## src/rtl/input_debounce.sv

```systemverilog
// input_debounce: two-flop synchronizer plus per-channel stability-counter debouncer.
// Ports:
//   clk        rising-edge clock
//   rst_n      asynchronous active-low reset
//   raw_in     raw asynchronous level inputs, one per channel
//   en         debounce enable; low freezes counters and outputs
//   clean_out  debounced registered level per channel
//   rise       one-cycle pulse when clean_out[i] goes 0->1
//   fall       one-cycle pulse when clean_out[i] goes 1->0
module input_debounce #(
  parameter int WIDTH         = 2,
  parameter int STABLE_CYCLES = 4,
  parameter int CNT_W         = 8
) (
  input  logic             clk,
  input  logic             rst_n,
  input  logic [WIDTH-1:0] raw_in,
  input  logic             en,
  output logic [WIDTH-1:0] clean_out,
  output logic [WIDTH-1:0] rise,
  output logic [WIDTH-1:0] fall
);
  if (STABLE_CYCLES < 1 || longint'(STABLE_CYCLES) > (64'd1 << CNT_W) - 64'd1) begin : g_bad_param
    $error("input_debounce: STABLE_CYCLES must be in 1..2**CNT_W-1");
  end
  localparam logic [CNT_W-1:0] LAST = CNT_W'(STABLE_CYCLES - 1);
  logic [WIDTH-1:0] sync1_q, sync2_q;
  logic [WIDTH-1:0] clean_q, clean_d, rise_q, rise_d, fall_q, fall_d;
  logic [CNT_W-1:0] cnt_q [WIDTH];
  logic [CNT_W-1:0] cnt_d [WIDTH];
  always_comb begin
    cnt_d   = cnt_q;
    clean_d = clean_q;
    rise_d  = '0;
    fall_d  = '0;
    for (int i = 0; i < WIDTH; i++) begin
      if (en) begin
        if (sync2_q[i] == clean_q[i]) begin
          cnt_d[i] = '0;
        end else if (cnt_q[i] == LAST) begin
          cnt_d[i]   = '0;
          clean_d[i] = sync2_q[i];
          rise_d[i]  = sync2_q[i];
          fall_d[i]  = ~sync2_q[i];
        end else begin
          cnt_d[i] = cnt_q[i] + CNT_W'(1);
        end
      end
    end
  end
  always_ff @(posedge clk or negedge rst_n) begin
    if (!rst_n) begin
      sync1_q <= '0;
      sync2_q <= '0;
      clean_q <= '0;
      rise_q  <= '0;
      fall_q  <= '0;
      cnt_q   <= '{default: '0};
    end else begin
      sync1_q <= raw_in;
      sync2_q <= sync1_q;
      clean_q <= clean_d;
      rise_q  <= rise_d;
      fall_q  <= fall_d;
      cnt_q   <= cnt_d;
    end
  end
  assign clean_out = clean_q;
  assign rise      = rise_q;
  assign fall      = fall_q;
endmodule

```

## config.mk

```make
export PLATFORM = sky130hd
export DESIGN_NAME = input_debounce
export DESIGN_NICKNAME = d
export VERILOG_FILES = /design/src/rtl/input_debounce.sv
export SDC_FILE = /design/constraint.sdc
export NUM_CORES = 1
export LEC_CHECK = 0
export CAP_MARGIN = 25
export CORE_AREA = 2 2 45 58
export CTS_CLUSTER_DIAMETER = 40
export DETAILED_ROUTE_END_ITERATION = 7
export DIE_AREA = 0 0 47 60
export PLACE_DENSITY = 0.75
export SLEW_MARGIN = 30
export SYNTH_ARGS = -nofsm -noshare
export SYNTH_HDL_FRONTEND = slang
export SYNTH_SLANG_ARGS = --single-unit
export TNS_END_PERCENT = 50
```

## constraint.sdc

```tcl
create_clock -name clk -period 2.2 [get_ports clk]
set_input_delay 0.44 -clock clk [delete_from_list [all_inputs] [get_ports clk]]
set_output_delay 0.44 -clock clk [all_outputs]
set_load 0.03 [all_outputs]
```

## After elaboration in Yosys (flattened, before gate mapping)

Index checks and enable logic that the tools add are counted.

| operators by class | value |
|---|---|
| add/subtract/negate cells | 2 |
| equal/unequal tests | 4 |
| multiplexer cells | 16 |
| bitwise logic cells | 4 |
| reductions and logical operators | 2 |

Operators by type and width:

| operator | count |
|---|---|
| $mux W8 | 4 |
| $add A8 B1 Y8 const B | 2 |
| $eq A8 B2 Y1 const B | 2 |
| $mux W1 | 12 |
| $reduce_and A3 Y1 | 2 |
| $not A1 Y1 | 4 |
| $eq A1 B1 Y1 | 2 |

| word-level totals | value |
|---|---|
| register bits after elaboration | 26 |
| input bits | 5 |
| output and inout bits | 6 |
| word-level logic and storage cells | 36 |

## Longest topological paths before layout

| depth | value |
|---|---|
| depth after elaboration | 4 |
| depth in mapped cells | 6 |
| gate-level depth less buffers | 5 |

## Worst setup path before layout

Ideal clock, no wire load.

| timing path | value |
|---|---|
| path kind | reg-to-reg |
| start point | register cnt_q[8] in the netlist's numbering |
| end point | register cnt_q[11] in the netlist's numbering |
| setup time | 121 ps |
| data arrival time | 1577 ps |
| required time | 2079 ps |
| setup slack | 502 ps |
| cell stages (with the launch flop) | 6 |
| path buffers | 0 |
| clock period less this slack | 1698 ps |
| path through | dfrtp_1 > ha_1 > or4b_4 > nor4_4 > nor2_2 > a22o_1 |

| between the ends | value |
|---|---|
| word-level cells in the longest chain between the ends | 3 |
| elaborated cells on any way between the ends | 4 |
| classes of those cells | 1 x add/sub; 1 x eq/ne; 2 x mux |

Ends and longest elaborated chain:

| element | line | RTL |
|---|---|---|
| from (decl) | 29 | `logic [CNT_W-1:0] cnt_q [WIDTH];` |
| from (signal assigned) | 65 | `cnt_q <= cnt_d;` |
| $add A8 B1 Y8 / $eq A8 B2 Y1 (equally long branches) | 46, 40 |  |
| $mux W8 * | 40 | `end else if (cnt_q[i] == LAST) begin` |
| $mux W8 * | 38 | `if (sync2_q[i] == clean_q[i]) begin` |

Every way passes the cells marked *; elsewhere a longest branch is shown, timed or not.
A chain may end at the register's enable or synchronous reset.

## Worst setup path in the final report

Ends and elaborated chain as after synthesis.

==> metrics.txt <==
status=complete, no violations; post-route DRC violation count=0; final period utilization=86.3%; Period minus WS final=1.90 ns; Multi-input gate area=548 um2; DR WL/cell=14.8 um; # fillers=197; worst setup path start=cnt_q[8]; Syn Nets=109; Slew Limit Fails=0; Row Count=20; LEAKAGE=0.000629 uW; die area=2820 um2; Seq/Total Area, Yosys=between 50% and 60%; Pwr Density=roughly 830 nW/um2; remaining global-route overflow=0; hold_ws=0.366 ns; Worst R2R Start=cnt_q[8]; Core Region=2300 um2; worst-path cell chain=ha_1 > or4b_4 > nor4_4 > nor2_2 > a22o_1; Worst EP arrival=2.11 ns; Seq pwr share=between 50% and 60%; Worst Max-Slew Pin Slew=0.496 ns; top routing layer in use=met4; clock-pin slew on the worst setup and hold paths=0.13 ns; GRT Overall Usage=18.7%; Synth Register Bits=26; via/cell ratio=~5.9; I/O Buffers=10; Max Fclk=526 MHz; Vias=between 800 and 900; DP Area=1370 um2; crit end category=flip-flop; Routed WL=2210 um; gpl congestion=0.844; Syn Inst Count=102; Met1 Routed Length=between 900 and 1000 um; Ports=11; Slew Limit Headroom=approximately two thirds; share of layout cells above drive strength 1=12.1%; CP required=2.41 ns; Hold-fix buffers, CTS=0; Clock power frac=16.7%; Initial Util=52.7%; Finished Layout Cells=149; drt first-iter violations=8; ANT nets after route=0; HPWL after DPL=1530 um; Fin. Hold Viols=0; Final Skew=0.00220 ns; antenna fix cells=0; CTS Buf Count=3; Root Driver=clkbuf_4; hold path start=sync1_q[0]; switch share=33.1%; Critical Path Fanout Max=6; Setup TNS=0 ns; clk sinks=26; CP max-delay cell=or4b_4; Worst path max stage delay=0.50 ns; Area Overhead vs Synth=14.6%; Yosys warning count=0; final setup fails=0; mapped cell area=1210 um2; RSZ-0062 raised after global routing=no; clk_lat worst skew=0.31 ns; Die X=around 47 um; first-pass GRT wire length=3670 um; final core occ=60.3%; post-CTS sizing=0; critical path class=reg2reg; drt pass-1 iters=4; synth unique cells=34; vias in the first global route=855; post-route cell area=between 1000 and 1500 um2; startpoint types=flip-flop; max-cap viol count=0; NetSw=383 uW; hold crit path type=reg2reg; routed length on met2=~1100 um; Avg Cell Area, Syn=11.9 um2; Net count, final=125; post-CTS setup buffer count=0; combinational share of power=between 30% and 40%; VDD IR max=about 0.00044 V; number of H-tree levels=1; internal power=774 uW; chip height=60 um; CTS tree=done; largest net degree at the start of global routing=27; routed wl met3=24 um; Reg area=651 um2; initial antenna violation count=0; maximum clock path buffer count=2; dpl cells=146
==> area by class of cell <==
class                   instances  share of cell area (%)
clock buffers                   3                    1.62
inverters                       1                   0.270
multi-input cells              73                    39.5
flip-flops and latches         26                    46.8
well taps                      33                    2.97
repair buffers                 13                    8.83
==> power by group through the flow <==
stage,clock network [uW],logic (uW),registers [uW]
floorplan,0,207,647
global placement,0,344,613
detailed placement,0,348,623
CTS,204,352,612
global route,229,385,620
finish,194,350,613
==> flip-flops by register name (all words and copies together) (netlist names) <==
| signal | count |
|---|---|
| rise | 2 |
| fall | 2 |
| sync1_q | 2 |
| clean_out | 2 |
| cnt_q | 16 |
| sync2_q | 2 |
==> critical path, delay by kind of cell (launching register included) <==
family	cells	cell delay, ns
compound gates	1	0.23
flops	1	0.42
fa+ha+maj	1	0.24
simple gates	3	0.91
==> cell families (layout without fill, tap and decap cells) <==
| family | count (synthesis) | after routing | share of synthesized area (%) |
|---|---|---|---|
| multiplexers | 4 | 4 | 3.51 |
| flip-flops | 26 | 26 | 53.7 |
| AND/OR/NAND/NOR | 36 | 36 | 19.6 |
| AO/OA/AOI/OAI | 26 | 26 | 16.4 |
| buffers and inverters | 3 | 17 | 1.13 |
| XOR/XNOR | 5 | 5 | 3.61 |
| adder cells (fa/ha/maj) | 2 | 2 | 2.06 |
==> cell usage after synthesis <==
master     n  share of area (%)
or4b_4     1                1.1
xor2_1     2                1.4
nor2_2     1               0.52
mux2i_1    2                1.7
xnor2_1    3                2.2
inv_2      1               0.31
nand2_1    6                1.9
a31oi_1    3                1.5
a21o_1     3                1.9
nand3_1    7                2.9
or3_1      1               0.52
a211oi_1   2                1.2
nor4b_1    3                2.2
buf_2      2               0.83
and3_1     3                1.5
a21oi_1    2               0.83
nor2_1     1               0.31
a211o_1    1               0.72
a221o_1    1               0.83
a31o_2     1               0.72
nor3_1     4                1.7
nor4_4     1                1.8
a41oi_1    1               0.72
mux2_2     2                1.9
ha_1       2                2.1
o211a_1    1               0.83
o21ai_0    2               0.83
nor3b_1    4                2.5
o31ai_1    2                1.2
a22o_1     7                5.1
dfrtp_1   26                 54
nor4b_2    1                1.2
nor2b_1    1               0.52
nand2b_1   2                1.0
==> per-layer routing <==
metal  GRT usage (%)  vias to the layer above
met5               0                        -
met4            11.5                        0
met3            3.93                        8
met2            30.9                        8
met1            21.2                      434
li1                -                      423
==> worst paths after layout <==
path	end	slack, ns	cells past startpoint
min in group asynchronous	rise[0]	0.48	2
min	sync2_q[0]	0.37	0
max	cnt_q[11]	0.30	5
max in group asynchronous	clean_out[1]	1.49	2
max reg2reg	cnt_q[11]	0.30	5
min reg2reg	sync2_q[0]	0.37	0
==> per-stage QoR <==
step | worst slack (ns) | total power [uW]
6_report | 0.300 | 1160
5_1_grt | 0.222 | 1230
4_1_cts | 0.304 | 1170
3_5_place_dp | 0.347 | 970
3_3_place_gp | 0.412 | 957
2_1_floorplan | 0.502 | 854
==> placed cells by master, fill, tap and decap left out, types with 3 or more instances in the layout <==
cell type and instances:
a22o_1 7, a21o_1 3, nand3_1 7, clkbuf_4 3, nor4b_1 3, nand2_1 6, dfrtp_1 26, xnor2_1 3
clkdlybuf4s50_1 10, nor3_1 4, a31oi_1 3, and3_1 3, nor3b_1 4, buf_4 3
No activity file was read; power rests on OpenSTA's default activity.
